==> config.mk <==
export PLATFORM = sky130hd
export DESIGN_NAME = dmem_responder
export DESIGN_NICKNAME = d
export VERILOG_FILES = /design/src/rtl/dmem_responder.sv
export SDC_FILE = /design/constraint.sdc
export NUM_CORES = 2
export LEC_CHECK = 0
export ABC_CLOCK_PERIOD_IN_PS = 3300
export CORE_UTILIZATION = 54
export DETAILED_ROUTE_END_ITERATION = 6
export GPL_ROUTABILITY_DRIVEN = 0
export PLACE_DENSITY = 0.7
export REMOVE_ABC_BUFFERS = 1
export SLEW_MARGIN = 5
export SYNTH_ARGS = -nofsm -noshare
export SYNTH_HDL_FRONTEND = slang
export SYNTH_SLANG_ARGS = --single-unit
==> constraint.sdc <==
create_clock -name clk -period 3.3 [get_ports clk]
set_clock_uncertainty 0.15 [all_clocks]
set_input_delay 0.33 -clock clk [delete_from_list [all_inputs] [get_ports clk]]
set_output_delay 0.33 -clock clk [all_outputs]
set_load 0.03 [all_outputs]
==> src/rtl/dmem_responder.sv <==
// Data-memory responder: one load/store at a time on a 2^ADDR_W x DATA_W store,
// completing LATENCY cycles after acceptance with a one-cycle response pulse.
//
// state  | meaning
// S_IDLE | ready; a valid request is accepted on the next edge
// S_WAIT | latency down-counter running; access happens when it reaches zero
// S_RESP | rsp_valid pulse; back to S_IDLE on the next edge
module dmem_responder #(
    parameter int ADDR_W  = 8,
    parameter int DATA_W  = 8,
    parameter int LATENCY = 2
) (
    input  logic              clk,
    input  logic              rst,
    input  logic              req_valid,
    input  logic              req_write,
    input  logic [ADDR_W-1:0] req_addr,
    input  logic [DATA_W-1:0] req_wdata,
    output logic              req_ready,
    output logic              rsp_valid,
    output logic [DATA_W-1:0] rsp_rdata,
    output logic              rsp_write,
    output logic              stall
);

    generate
        if (LATENCY < 1 || LATENCY > 15) begin : g_bad_latency
            $error("dmem_responder: LATENCY must be in 1..15");
        end
    endgenerate

    localparam int         DEPTH    = 1 << ADDR_W;
    localparam logic [3:0] CNT_INIT = 4'(LATENCY - 1);

    typedef enum logic [1:0] {
        S_IDLE = 2'd0,
        S_WAIT = 2'd1,
        S_RESP = 2'd2
    } state_t;

    state_t              r_state;
    state_t              w_state_nxt;
    logic [3:0]          r_cnt;
    logic [ADDR_W-1:0]   r_addr;
    logic [DATA_W-1:0]   r_wdata;
    logic                r_write;
    logic [DATA_W-1:0]   r_mem [DEPTH];
    logic                w_accept;
    logic                w_access;

    assign w_accept  = (r_state == S_IDLE) && req_valid;
    assign w_access  = (r_state == S_WAIT) && (r_cnt == 4'd0);

    assign req_ready = (r_state == S_IDLE);
    assign rsp_valid = (r_state == S_RESP);
    assign stall     = req_valid && (r_state != S_IDLE);

    always_ff @(posedge clk or negedge rst) begin
        if (!rst) begin
            r_state <= S_IDLE;
        end else begin
            r_state <= w_state_nxt;
        end
    end

    always_comb begin
        w_state_nxt = r_state;
        case (r_state)
            S_IDLE:  if (req_valid) w_state_nxt = S_WAIT;
            S_WAIT:  if (r_cnt == 4'd0) w_state_nxt = S_RESP;
            S_RESP:  w_state_nxt = S_IDLE;
            default: w_state_nxt = S_IDLE;
        endcase
    end

    always_ff @(posedge clk or negedge rst) begin
        if (!rst) begin
            r_cnt     <= 4'd0;
            r_addr    <= '0;
            r_wdata   <= '0;
            r_write   <= 1'b0;
            rsp_rdata <= '0;
            rsp_write <= 1'b0;
        end else begin
            if (w_accept) begin
                r_cnt   <= CNT_INIT;
                r_addr  <= req_addr;
                r_wdata <= req_wdata;
                r_write <= req_write;
            end else if (r_state == S_WAIT && r_cnt != 4'd0) begin
                r_cnt <= r_cnt - 4'd1;
            end
            // Stores echo their own data so the response path is shared with loads.
            if (w_access) begin
                rsp_rdata <= r_write ? r_wdata : r_mem[r_addr];
                rsp_write <= r_write;
            end
        end
    end

    always_ff @(posedge clk or negedge rst) begin
        if (!rst) begin
            for (int i = 0; i < DEPTH; i++) begin
                r_mem[i] <= '0;
            end
        end else if (w_access && r_write) begin
            r_mem[r_addr] <= r_wdata;
        end
    end

endmodule

* After elaboration in Yosys (flattened, before gate mapping)
Index checks and enable logic that the tools add are counted.
Storage, ports and cells: bits in registers 2080, bits of input ports 20, output and inout bits 12, word-level logic and storage cells 295
Operators by class: add/subtract/negate cells 1, order comparisons 2, equal/unequal tests 4, muxes and demuxes 12, bitwise logic cells 1, reduce and logical (&&, ||, !) cells 12
Operators with widths (number):
- 2048-bit bitwise mux | 1
- 8-bit binary-select mux with 8-bit select | 1
- 8-bit demux with 8-bit select | 1
- 8-bit 2-to-1 mux | 4
- 9-bit >= comparator, second input constant | 1
- 9-bit by 1-bit < comparator with 1-bit output, second input constant | 1
- 8-bit NOT with 9-bit output | 1
- 4-bit 2-to-1 mux | 2
- 1-bit logical AND | 6
- 4-bit logical NOT | 1
- 2-bit 2-to-1 mux | 2
- 2-bit != test, second input constant | 2
- 2-bit one-hot mux with 2 select lines | 1
- 2-bit nonzero test | 2
- 4-bit nonzero test | 1
- 4-bit by 1-bit subtractor with 4-bit output, second input constant | 1
- 2-bit by 1-bit == test with 1-bit output, second input constant | 1
- 2-bit == test, second input constant | 1
- 2-bit logical NOT | 1
- 2-bit AND reduction | 1

* Longest topological paths before layout
word-level depth 6, mapped depth 12, mapped depth without buffers 9

* Worst setup path after synthesis
Ideal clock, no wire load.
kind register to register, start point register r_cnt[0], end point register r_mem[1296] in the netlist's numbering, setup time 0.125 ns, arrival time 2.381 ns, required time 3.025 ns, setup slack 0.644 ns, cell stages (with the launch flop) 10, buffers on the path 1, period minus slack after synthesis 2.656 ns, path through dfrtp_1 > inv_1 > ha_1 > nor3b_2 > nand3_2 > nor2_1 > nand2_1 > buf_6 > nor2_4 > mux2_2
Between the ends: longest elaborated chain between the ends 3
RTL lines:
- from (decl) | line 43 | logic [3:0] r_cnt;
- from (signal assigned) | line 91 | r_cnt <= r_cnt - 4'd1;
- 4-bit logical NOT | line 52 | assign w_access = (r_state == S_WAIT) && (r_cnt == 4'd0);
- 1-bit logical AND | line 52
- 1-bit logical AND | line 106 | end else if (w_access && r_write) begin
- to (signal, indexed assignment) | line 107 | r_mem[r_addr] <= r_wdata;
- to (decl) | line 47 | logic [DATA_W-1:0] r_mem [DEPTH];
Every way passes these cells. A chain may end at the register's enable or synchronous reset.

* Worst setup path in the final report
start point register r_addr[0], end point register rsp_rdata[2]
Between the ends: longest elaborated chain between the ends 5
RTL lines:
- from (decl) | line 44 | logic [ADDR_W-1:0] r_addr;
- from (signal assigned) | line 87 | r_addr <= req_addr;
- 8-bit NOT with 9-bit output (not written as such) | line 95 | rsp_rdata <= r_write ? r_wdata : r_mem[r_addr];
- 8-bit binary-select mux with 8-bit select | line 95
- 8-bit 2-to-1 mux (not written as such) (2 in a row) | line 95
- 8-bit 2-to-1 mux | line 95
- to (signal assigned) | line 95
- to (decl) | line 21 | output logic [DATA_W-1:0] rsp_rdata,
Every way passes these cells. The select of a mux whose other input is x is not followed.

==> impl_metrics.toml <==
[clocking]
cts_tree = "yes"
max-clock-path-buffers = 3
insertion_delay_to_the_later_sink_of_the_worst_skew_pair_ps = 890
cts_htree_levels = 4
cts-buffers-inserted = 213
cts_num_sinks = 2080
clockRootBuffer = "clkbuf_16"
clkSlewWorstSetupHoldPaths_ps = 70

[route]
detail_route.wl_per_cell_um = 30.2
drc_errors = 0
detail_route.iter0.violations = 6399
drt_wl_total_mm = 287
ant_nets = 0
drt_pre_antenna_iters = 6
dr_total_vias = 61100
vias_per_cell = 6.43

[outcome]
failed_checks = "setup timing"
run_status = "complete, but fails checks"

[global_routing]
grt_first_pass_wirelength_mm = 430
grt_start_max_net_pins = 193
total_congestion_overflow = 0
track_usage_pct = 32.6
grt_pass1_vias = 62700
grt_antenna_before_repair = 4

[timing]
post-route-min-period_ps = 3330
period_share_pct = 101
whs_ps = 46.4
finalSetupTns_ps = -31.5
setup_viol_count_final = 1
timing_hold_violations_final = 0
grt_setup_unrepaired = "true"
slew_viol_final = 0
finalWorstSetupSlack_ps = -31.5
slew_headroom_pct = 31.1
max_slew.worst_pin.slew_ps = 1030
timing.fmax_ghz = 0.300

[cells_and_area]
area_grow_syn2layout_pct = 14.0
fill_cells = 13000
register_area_um2 = 52100
final_layout_size_suffix_gt1_share_pct = 43.5
layout.nets = 7019
multi_input_comb_area_um2 = 40400

[logic_synthesis]
post_synth_num_cell_types = 72
area_of_the_mapped_netlist_um2 = 95100
yosys-top-cells-count = "2080 x dfrtp_1, 1512 x mux2_2, 721 x nand2_1"
synth.avg_cell_area_um2 = 14.1
synth.mux.area_fraction_pct = 31.3
synth_top_area_cell = "dfrtp_1"
synth.yosys.warnings = 0
synth.ff_latch_count = 2080
synth_area_leaders = "dfrtp_1 55%, mux2_2 18%, mux4_2 12%"
synth_compound_area_share_pct = 4.90
async_reset_ff_share_pct = 100
synthesis.instances = 6759
synthSimpleGateAreaFrac_pct = 6.15
seq_area_frac_synth_pct = 54.8
synthFlopType = "dfrtp_1"
synth_top_family_by_area = "multiplexers"
synth.most_common_cell = "dfrtp_1"
post_synth_fa_ha_maj_area_fraction_pct = 0.0263
yosys.area_share.xor_xnor_pct = 0.0184
synth_largest_type_area_fraction_pct = 54.8
synth-edff-count = 0

[worst_setup_path]
cpPeakStageDelay_ps = 580
worstPathCellList = "buf_12, buf_4, mux4_2, o221ai_2, a2111oi_0, buf_4, a31oi_1, buf_4, a22o_1, a31oi_1"
start_kind = "flip-flop"
setup.worst_path.end_class = "flip-flop"
worstPathMaxFanout = 18
worst-setup-path-type = "reg2reg"
critical_path_required_ps = 3870
crit_arrival_ps = 3900
critical-path-slowest-cell = "dfrtp_4"
critPathMostFrequentCell = "buf_4"

[floorplanning]
die-height_um = 422
die_x_um = 422
core_region_area_um2 = 174000
start_util_pct = 54.5
fp-row-count = 153
die_area_um2 = 178000
top_level_ports = 32

[placed_design]
place_hpwl_mm = 187
buffer_ports.inserted = 31

[job]
cap_violations = 0

[power]
leakage_nw = 50.0
ir_worst_vdd_mv = 0.936
power.density_nw_per_um2 = 716

[min_path]
hold_path.class = "in2reg"
==> cell families after synthesis <==
family,count (synthesis)
XOR/XNOR,2
flip-flops,2080
adder cells (fa/ha/maj),2
multiplexers,2162
buffers and inverters,546
AO/OA/AOI/OAI,824
AND/OR/NAND/NOR,1143
==> cell usage in the layout (no fill, tap or decap), types with 13 or more instances in the layout <==
cell type / n
buf_4: 410
o22a_1: 13
dfrtp_1: 2066
o22ai_1: 44
nor3_1: 18
clkdlybuf4s50_1: 30
clkbuf_8: 47
nand2_1: 720
mux4_2: 491
mux2_1: 48
nor2b_1: 15
clkinv_2: 36
a22oi_1: 36
a21oi_1: 50
o21ai_0: 566
clkbuf_1: 55
nor2_1: 58
mux2i_1: 109
nand3_1: 52
clkbuf_16: 215
buf_12: 95
a31oi_1: 25
nor2_2: 74
nor2_4: 121
mux2_2: 1512
dfrtp_4: 13
bufinv_16: 21
a211oi_1: 19
==> state kept, by name (all words and copies together) (netlist names) <==
name and cells:
r_state 2, rsp_write 1, rsp_rdata 8, r_cnt 4
r_addr 8, r_write 1, r_wdata 8, r_mem 2048
==> per-layer routing <==
metal / track usage [%] / routed length, um / vias to the layer above
met5: 0.538 / 322 / -
li1: - / - / 25100
met3: 8.04 / 25800 / 741
met4: 16.3 / 16500 / 8
met1: 44.8 / 115000 / 32500
met2: 48.6 / 130000 / 2743
==> what timing repair did <==
| item | 4_1_cts | 5_1_grt |
|---|---|---|
| buffers inserted | 0 | 12 |
| pin swaps | 0 | 1 |
| hold buffers | 12 | 0 |
| gates resized for setup | 9 | 19 |
| setup endpoints to repair | 6 | 7 |
| hold endpoints to repair | 1310 | 0 |
==> final cells by class <==
| cell class | count | share of cell area (%) |
|---|---|---|
| Clock buffer | 317 | 5.75 |
| Inverter | 18 | 0.0693 |
| Sequential cell | 2080 | 48.1 |
| Tap cell | 2325 | 2.68 |
| Multi-Input combinational cell | 4133 | 37.3 |
| Antenna cell | 3 | 0.00693 |
| Clock inverter | 78 | 1.01 |
| Timing Repair Buffer | 551 | 5.10 |
==> worst max-delay path, delay by kind of cell, from the launching register on <==
family                 cells  cell delay [ps]
AO/OA/AOI/OAI              5             1020
flip-flops                 1              580
buffers and inverters      4              800
multiplexers               1              570
==> worst paths after layout <==
check                      slack (ps)  depth (start not counted)         start            to
max in group asynchronous        1250                          5           rst   r_mem[1582]
max                               -30                         10     r_addr[0]  rsp_rdata[2]
min in group asynchronous         530                          3           rst   r_mem[1407]
min reg2reg                       320                          2     r_mem[62]     r_mem[62]
min                                50                          3  req_wdata[2]    r_wdata[2]
max reg2reg                       -30                         10     r_addr[0]  rsp_rdata[2]
==> report_power, final <==
part | internal [mW] | switching, mW | leakage [nW]
Sequential | 26.5 | 1.46 | 29.0
Combinational | 7.98 | 16.4 | 17.4
Clock | 14.7 | 10.5 | 3.60
Total | 49.3 | 28.4 | 50.0
==> per-stage QoR <==
step / cells / setup slack, ps / power [mW] / util (%) / area (um2)
final: 9505 / -31.5 / 77.6 / 62.1 / 108000
after CTS: 9490 / 5.75 / 76.9 / 62.0 / 108000
after global routing: 9502 / -24.9 / 79.5 / 62.1 / 108000
after global placement: 9083 / -81.8 / 51.5 / 57.7 / 101000
after detailed placement: 9083 / -120 / 51.8 / 57.7 / 101000
after floorplan: 6231 / -23820 / 35.4 / - / 92400
Power figures use the tool's default switching activity.
